## config.mk

```make
export PLATFORM = sky130hd
export DESIGN_NAME = oc_bus_arbiter_flat
export DESIGN_NICKNAME = d
export VERILOG_FILES = /design/src/rtl/oc_bus_arbiter_if.sv /design/src/rtl/oc_bus_arbiter.sv /design/src/flat_wrapper.sv
export SDC_FILE = /design/constraint.sdc
export NUM_CORES = 1
export LEC_CHECK = 0
export ABC_AREA = 1
export CORE_MARGIN = 5
export CORE_UTILIZATION = 55
export CTS_CLUSTER_DIAMETER = 100
export DETAILED_ROUTE_END_ITERATION = 6
export PLACE_DENSITY_LB_ADDON = 0.2
export SETUP_SLACK_MARGIN = 0.5
export SYNTH_ARGS = -nofsm -noshare
export SYNTH_HDL_FRONTEND = slang
export SYNTH_SLANG_ARGS = --single-unit
```

## constraint.sdc

```tcl
create_clock -name clk -period 2.45 [get_ports clk]
set_input_delay 0.6125 -clock clk [delete_from_list [all_inputs] [get_ports clk]]
set_output_delay 0.6125 -clock clk [all_outputs]
set_load 0.01 [all_outputs]
```

## src/rtl/oc_bus_arbiter_if.sv

```systemverilog
// Signal bundle between requesters, the arbiter and the open-collector driver bank.
// Latency: none, wires only.
// Backpressure: none; requesters hold req until served, the grant is the only flow control.
interface oc_bus_arbiter_if #(
    parameter int N = 4
);
    logic [N-1:0] req;    // level request per requester
    logic [N-1:0] dat;    // 0 = pull the shared line low while granted
    logic [N-1:0] gnt;    // registered one-hot grant
    logic [N-1:0] drv;    // to the sn74ls07 A inputs, 1 = released
    logic         bus;    // wired-AND line after the buffers and pullup
    logic         busy;   // grant held or line settling
    logic         fault;  // line stuck low with every driver released

    // Arbiter side
    modport slave (
        input  req, dat, bus,
        output gnt, drv, busy, fault
    );

    // Requester / board side
    modport master (
        output req, dat, bus,
        input  gnt, drv, busy, fault
    );
endinterface

```

## src/rtl/oc_bus_arbiter.sv

```systemverilog
// Round-robin owner selection for one shared open-collector line, with pullup settle and stuck-low detection.
// Latency: req -> gnt 1 cycle from IDLE; after a release the line settles SETTLE cycles before the next grant.
// Backpressure: requests are level-held and wait through HOLD/RELEASE/FAULT; a grant is cut after TIMEOUT cycles.
module oc_bus_arbiter #(
    parameter int N       = 4,
    parameter int SETTLE  = 3,
    parameter int TIMEOUT = 8
) (
    input  logic            clk,
    input  logic            clr_n,
    oc_bus_arbiter_if.slave bus_if
);

    localparam int IW = $clog2(N);
    localparam int HW = $clog2(TIMEOUT + 1);
    localparam int SW = $clog2(SETTLE + 1);

    localparam logic [HW-1:0] HOLD_LAST   = HW'(TIMEOUT - 1);
    localparam logic [SW-1:0] SETTLE_LAST = SW'(SETTLE - 1);
    localparam logic [IW:0]   N_V         = (IW + 1)'(N);
    localparam logic [N-1:0]  ONE         = {{(N - 1){1'b0}}, 1'b1};

    typedef enum logic [1:0] {
        IDLE    = 2'd0,
        HOLD    = 2'd1,
        RELEASE = 2'd2,
        FAULT   = 2'd3
    } state_t;

    state_t          state_q, state_d;
    logic [N-1:0]    gnt_q, gnt_d;
    logic [IW-1:0]   ptr_q, ptr_d;     // first index scanned at the next IDLE
    logic [IW-1:0]   gidx_q, gidx_d;   // index currently granted
    logic [HW-1:0]   hold_q, hold_d;   // cycles spent in HOLD
    logic [SW-1:0]   cnt_q, cnt_d;     // settle count in RELEASE, bus-high run in FAULT

    logic [2*N-1:0]  req2;
    logic [N-1:0]    rot;
    logic [IW-1:0]   off;
    logic [IW-1:0]   pick;

    // Reduce an index sum back into 0..N-1 (works for non power-of-two N)
    function automatic logic [IW-1:0] wrap_n(input logic [IW:0] v);
        return (v >= N_V) ? IW'(v - N_V) : v[IW-1:0];
    endfunction

    // Rotate requests so ptr sits at bit 0, then take the lowest set bit
    always_comb begin
        req2 = {bus_if.req, bus_if.req};
        rot  = req2[{1'b0, ptr_q} +: N];
        off  = '0;
        for (int k = N - 1; k >= 0; k--) begin
            if (rot[k]) begin
                off = IW'(k);
            end
        end
        pick = wrap_n({1'b0, ptr_q} + {1'b0, off});
    end

    // State and datapath registers; reset releases the line without waiting for a clock
    always_ff @(posedge clk or negedge clr_n) begin
        if (!clr_n) begin
            state_q <= IDLE;
            gnt_q   <= '0;
            ptr_q   <= '0;
            gidx_q  <= '0;
            hold_q  <= '0;
            cnt_q   <= '0;
        end else begin
            state_q <= state_d;
            gnt_q   <= gnt_d;
            ptr_q   <= ptr_d;
            gidx_q  <= gidx_d;
            hold_q  <= hold_d;
            cnt_q   <= cnt_d;
        end
    end

    // Next-state logic; an unknown bus sample is treated as low so it lands in FAULT
    always_comb begin
        state_d = state_q;
        gnt_d   = gnt_q;
        ptr_d   = ptr_q;
        gidx_d  = gidx_q;
        hold_d  = hold_q;
        cnt_d   = cnt_q;
        unique case (state_q)
            IDLE: begin
                gnt_d = '0;
                if (|bus_if.req) begin
                    state_d = HOLD;
                    gidx_d  = pick;
                    gnt_d   = ONE << pick;
                    hold_d  = '0;
                end
            end
            HOLD: begin
                hold_d = hold_q + 1'b1;
                // Owner letting go and timeout hitting together is one ordinary release
                if (!bus_if.req[gidx_q] || (hold_q == HOLD_LAST)) begin
                    state_d = RELEASE;
                    gnt_d   = '0;
                    ptr_d   = wrap_n({1'b0, gidx_q} + 1'b1);
                    cnt_d   = '0;
                end
            end
            RELEASE: begin
                if (cnt_q == SETTLE_LAST) begin
                    cnt_d = '0;
                    if (bus_if.bus == 1'b1) begin
                        state_d = IDLE;
                    end else begin
                        state_d = FAULT;
                    end
                end else begin
                    cnt_d = cnt_q + 1'b1;
                end
            end
            FAULT: begin
                if (bus_if.bus == 1'b1) begin
                    if (cnt_q == SETTLE_LAST) begin
                        state_d = IDLE;
                        cnt_d   = '0;
                    end else begin
                        cnt_d = cnt_q + 1'b1;
                    end
                end else begin
                    cnt_d = '0;
                end
            end
        endcase
    end

    // Outputs: only the granted buffer may follow its data, all others stay released
    always_comb begin
        bus_if.gnt   = gnt_q;
        bus_if.drv   = ~(gnt_q & ~bus_if.dat);
        bus_if.busy  = (state_q == HOLD) || (state_q == RELEASE);
        bus_if.fault = (state_q == FAULT);
    end

endmodule
```

## src/flat_wrapper.sv

```systemverilog
// flat-port wrapper written by rule: the top's interface ports become plain ports
module oc_bus_arbiter_flat 
#(
    parameter int N       = 4,
    parameter int SETTLE  = 3,
    parameter int TIMEOUT = 8
)
  (clk, clr_n, bus_if_req, bus_if_dat, bus_if_bus, bus_if_gnt, bus_if_drv, bus_if_busy, bus_if_fault);
  oc_bus_arbiter_if #(.N(N)) bus_if_i ();
  input  logic clk;
  input  logic clr_n;
  input wire logic [$bits(bus_if_i.req)-1:0] bus_if_req;
  input wire logic [$bits(bus_if_i.dat)-1:0] bus_if_dat;
  input wire logic [$bits(bus_if_i.bus)-1:0] bus_if_bus;
  output wire logic [$bits(bus_if_i.gnt)-1:0] bus_if_gnt;
  output wire logic [$bits(bus_if_i.drv)-1:0] bus_if_drv;
  output wire logic [$bits(bus_if_i.busy)-1:0] bus_if_busy;
  output wire logic [$bits(bus_if_i.fault)-1:0] bus_if_fault;
  assign bus_if_i.req = bus_if_req;
  assign bus_if_i.dat = bus_if_dat;
  assign bus_if_i.bus = bus_if_bus;
  assign bus_if_gnt = bus_if_i.gnt;
  assign bus_if_drv = bus_if_i.drv;
  assign bus_if_busy = bus_if_i.busy;
  assign bus_if_fault = bus_if_i.fault;
  oc_bus_arbiter #(.N(N), .SETTLE(SETTLE), .TIMEOUT(TIMEOUT)) u_core (.clk(clk), .clr_n(clr_n), .bus_if(bus_if_i));
endmodule
```

Word-level counts from Yosys, hierarchy flattened
Index checks and enable logic that the tools add are counted.
W data, S select, Z words.
{ "word_totals": {"elab_cells": 67, "in_bits": 11, "output_inout_bits": 10, "register_bits": 16} }
{ "classes": {"bitwise_logic": 3, "reduce_logical": 13, "n_eq_ne": 10, "shifts": 2, "n_lt_le_gt_ge": 3, "n_addsub": 6, "n_mux": 24} }
{ "ops": {"columns": ["cell", "count"], "rows": [
  ["$mux W2", 15],
  ["$pmux W4 S2", 2],
  ["$mux W4", 3],
  ["$reduce_and A2 Y1", 5],
  ["$ne A2 B1 Y1 const B", 4],
  ["$not A4 Y4", 2],
  ["$pmux W2 S4", 1],
  ["$shiftx A8 B3 Y4", 1],
  ["$eq A2 B2 Y1 const B", 3],
  ["$ge A3 B3 Y1 const B", 2],
  ["$pmux W2 S3", 1],
  ["$reduce_and A5 Y1", 1],
  ["$add A4 B1 Y4 const B", 1],
  ["$and A4 B4 Y4", 1],
  ["$eq A4 B3 Y1 const B", 1],
  ["$reduce_or A4 Y1", 1],
  ["$shl A1 B2 Y4 const A", 1],
  ["$sub A2 B1 Y2 const B", 2],
  ["$add A2 B1 Y3 const B", 1],
  ["$add A2 B2 Y3", 1],
  ["$lt A2 B3 Y1 const B", 1],
  ["$reduce_bool A3 Y1", 1],
  ["$add A2 B1 Y2 const B", 1],
  ["$bmux W1 S2", 1],
  ["7 further kinds", 8]
]} }

Logic depth before layout (Yosys ltp)
{ "logic_depth": {"ltp_word": 11, "ltp_mapped": 13, "ltp_nobuf": 13} }

Worst setup path after synthesis
OpenSTA, ideal clock, no wires.
{ "synth_path": {"path_type": "input to register", "start": "input bus_if_req[1]", "end": "register u_core.gidx_q[1]", "path_slack_ps": 647, "path_buffers": 0, "cell_stages": 12, "required_ps": 2334, "arrival_ps": 1686, "setup_time_ps": 116, "path_cell_list": "nand2_1 -> nand3_1 -> nand2_2 -> nand3_1 -> a21boi_1 -> ha_1 -> xor2_1 -> inv_1 -> nand3_2 -> nand2_2 -> nand2_1 -> nand2_1"} }
{ "synth_between": {"elab_chain_cells": 8, "word_cells_on_any_way": 11, "cone_classes": "2 x add/sub; 1 x order compare; 1 x shift; 5 x mux; 2 x reduce/logical"} }
{ "synth_rtl": {"columns": ["item", "line_no", "source"], "rows": [
  ["from (decl)", "flat_wrapper.sv:12", "input wire logic [$bits(bus_if_i.req)-1:0] bus_if_req;"],
  ["$shiftx A8 B3 Y4", "oc_bus_arbiter.sv:50", "rot = req2[{1'b0, ptr_q} +: N];"],
  ["$mux W2 (4 in a row)", "oc_bus_arbiter.sv:53", "if (rot[k]) begin"],
  ["$add A2 B2 Y3", "oc_bus_arbiter.sv:57", "pick = wrap_n({1'b0, ptr_q} + {1'b0, off});"],
  ["$ge A3 B3 Y1 / $sub A2 B1 Y2 (equally long branches)", "oc_bus_arbiter.sv:44", "return (v >= N_V) ? IW'(v - N_V) : v[IW-1:0];"],
  ["$mux W2", "oc_bus_arbiter.sv:44", null],
  ["to (signal assigned)", "oc_bus_arbiter.sv:73", "gidx_q <= gidx_d;"],
  ["to (decl)", "oc_bus_arbiter.sv:33", "logic [IW-1:0] gidx_q, gidx_d;"]
]} }
Parallel ways exist; a longest one is shown, timed or not.
A chain may end at the register's enable or synchronous reset.

Worst setup path after layout
{ "layout_path": {"start": "register u_core.state_q[0]", "end": "output bus_if_busy"} }
{ "layout_between": {"elab_chain_cells": 2, "word_cells_on_any_way": 3, "cone_classes": "2 x eq/ne; 1 x reduce/logical"} }
{ "layout_rtl": {"columns": ["item", "line_no", "source"], "rows": [
  ["from (decl)", "oc_bus_arbiter.sv:30", "state_t state_q, state_d;"],
  ["from (signal assigned)", "oc_bus_arbiter.sv:70", "state_q <= state_d;"],
  ["$eq A2 B1 Y1 / $eq A2 B2 Y1 (equally long branches)", "oc_bus_arbiter.sv:138", "bus_if.busy = (state_q == HOLD) || (state_q == RELEASE);"],
  ["$logic_or A1 B1 Y1 (*)", "oc_bus_arbiter.sv:138", null],
  ["to (decl)", "flat_wrapper.sv:17", "output wire logic [$bits(bus_if_i.busy)-1:0] bus_if_busy;"]
]} }
Every way passes the cells marked *; elsewhere a longest branch is shown, timed or not.

==> flow_summary_export.csv <==
group,metric,value,unit
yosys,ys_ff_latch,16,
run,drv_cap,0,
placed_design,place_congestion,0.769,
clock_network,clk_latency,0.28,ns
yosys,synthCells,156,
pwr,powerDensity,1240,nW/um^2
yosys,synth_area_leader_cell,"dfrtp_1",
critical_path,cp_slowest_cell,"dfrtp_1",
yosys,syn_avg_cell_area,7.09,sq um
floorplan,core_area,1940,sq um
run_status,outcome,"completed",
yosys,syn_nets,173,
min_path,hold_class,"reg2reg",
cells_and_area,fin_cells,210,
sta,finalCritPeriodShare,0.780,
min_path,min-delay-start,"u_core.bus_if.gnt[3]",
sta,setup_violations,0,
min_path,holdPathEnd,"u_core.bus_if.gnt[3]",
detailed_routing,vias,1094,
clock_network,cts_buffers,3,
sta,fin_ws,0.538,ns
clock_network,clock_sinks,16,
sta,fmax,523,MHz
yosys,synth_edf_count,0,
yosys,synth.distinct_cells,26,
pwr,leakagePower,0.700,nW
grt,grt_pass1_vias,1041,
clock_network,cts_tree,"built",
critical_path,rrSetupSlack,0.59,ns
critical_path,r2r-start,"u_core.ptr_q[0]",
critical_path,crit_chain,"inv_1 -> ha_1 -> dlygate4sd2_1",
cells_and_area,nNetsFinal,202,
grt,grt_antenna_before_repair,0,
clock_network,hold_buffers,0,
cells_and_area,register_area,403,sq um
sta,fin_setup_tns,0,ns
critical_path,start_kind,"register",
cells_and_area,drive_gt1_frac,0.224,
yosys,synthArstFlopShare,1.00,
grt,grt_pass1_wl,4210,um
floorplan,initial_utilization,0.570,
critical_path,cp_data_arrival_time,1.30,ns
floorplan,die_w,54.8,um
critical_path,crit_type,"reg2out",
floorplan,ioPinCount,21,
cells_and_area,syn2layout_area_growth,24.9,%
sta,relSlewSlack,0.511,
grt,grt_max_degree,17,
detailed_routing,routed_via_density,5.21,
grt,use_met1,0.220,
grt,top_usage_layer,"met2",
floorplan,die_area,3010,sq um
clock_network,cts_buffer_depth,2,
sta,worst_slew_pin_slew,0.732,ns
sta,skew,0.00346,ns
detailed_routing,drt_iter0_markers,17,
detailed_routing,wl,2680,um
placed_design,place_area,1320,sq um
grt,use_met3,0.0354,
clock_network,clkTransAtPathRegs,0.09,ns
pwr,ir_drop,897,uV
cells_and_area,finish.instance_area,1380,sq um
cells_and_area,antenna_cells,0,
yosys,synth_area,1110,sq um
sta,rsz0062_at_grt,"true",
grt,grt_use_met2,0.360,
min_path,holdPathStages,2,
detailed_routing,drc,0,
sta,timing.hold.ws,0.517,ns
cells_and_area,final_core_utilization,0.711,
critical_path,crit_path_end_kind,"output pin",
detailed_routing,first_pass_iters,4,
placed_design,port_buffers,20,
placed_design,placedCellCount,200,
grt,grt_overflow,0,
sta,final_hold_viol_count,0,
yosys,seq_area_frac_synth,0.362,
floorplan,rows,16,
critical_path,timing.rr.end,"u_core.bus_if.gnt[2]",
cells_and_area,multi_input_area,614,sq um
yosys,ys_warn_count,0,
yosys,synth_flop_cell,"dfrtp_1",
critical_path,crit_fanout,3,
yosys,ys_top_cells_by_area,"dfrtp_1, nand2_1, nand3_1, ha_1, inv_1",
yosys,synth_common_cells,"nand2_1, inv_1, dfrtp_1, nand3_1, o21ai_1",
critical_path,max_stage_delay,0.39,ns
sta,finalMaxSlewViolations,0,
floorplan,dieHeight,54.8,um
clock_network,cts_root_buffer,"clkbuf_4",
clock_network,cts_max_level,1,
cells_and_area,n_fill_cell,168,
detailed_routing,wl_per_cell,12.8,um
grt,grt.total_usage,0.195,
critical_path,critPathRequiredTime,1.84,ns
sta,fin_crit,1.91,ns
yosys,synth.most_common_cell,"nand2_1",
yosys,synth_top_area_frac,0.362,
detailed_routing,ant_nets,0,
placed_design,post-place-ws,-0.0492,ns
placed_design,hpwl,1930,um
pwr,power,1.71,mW
critical_path,worstRegToRegCells,12,
-- state kept, by name, summed over array words and instances (netlist names) --
signal             flops
u_core.cnt_q           2
u_core.state_q         2
u_core.gidx_q          2
u_core.bus_if.gnt      4
u_core.hold_q          4
u_core.ptr_q           2
-- layer usage --
layer,part of all wire,up-vias
met3,0.029,8
met4,0.020,0
met2,0.54,23
li1,-,557
met1,0.41,506
met5,0,-
-- placed cells by master, fill, tap and decap left out, drive strengths merged, types with 2 or more instances in the layout --
cell type       n
a22oi           2
clkinv          2
nand3          18
buf            10
nor2            8
ha              6
clkdlybuf4s15   2
dfrtp          16
clkdlybuf4s50  10
nand2          55
inv            22
o21ai          14
nand4           2
clkbuf          7
-- logic make-up after synthesis --
logic type      count (synthesis)  share of synthesized area
buf+inv                        27                      0.102
xor+xnor                        2                     0.0158
compound gates                 21                      0.114
fa+ha+maj                       6                     0.0679
simple gates                   84                      0.338
flops                          16                      0.362
-- how the worst max path moves through the flow --
stage                      startpoint              endpoint  depth (start not counted)
detailed placement      bus_if_req[3]  u_core.bus_if.gnt[2]                         13
finish              u_core.state_q[0]           bus_if_busy                          3
global route        u_core.state_q[0]           bus_if_busy                          3
global placement        bus_if_req[3]  u_core.bus_if.gnt[2]                         13
CTS                     bus_if_dat[0]         bus_if_drv[0]                          4
floorplan               bus_if_req[1]      u_core.gidx_q[1]                         12
-- report_power, final --
| part | total, mW | switching (mW) | internal, mW |
|---|---|---|---|
| Combinational | 1.11 | 0.659 | 0.450 |
| Clock | 0.135 | 0.0783 | 0.0570 |
| Sequential | 0.463 | 0.101 | 0.362 |
| Total | 1.71 | 0.838 | 0.870 |
-- cell type report --
type / count / share of cell area
multi-input cells: 113 / 0.445
flip-flops and latches: 16 / 0.292
repair buffers: 27 / 0.157
inverters: 24 / 0.0661
well taps: 27 / 0.0245
clock buffers: 3 / 0.0163
-- critical path: cells and delay by family (launching register included) --
family | cells | cell delay (ns)
flip-flops | 1 | 0.39
buffers and inverters | 2 | 0.39
adder cells (fa/ha/maj) | 1 | 0.24
-- what timing repair did --
item	CTS	global route
resized for setup	22	15
setup endpoints to repair	11	8
setup buffers	5	2
pin swaps	3	3
(Power assumes the default switching activity.)
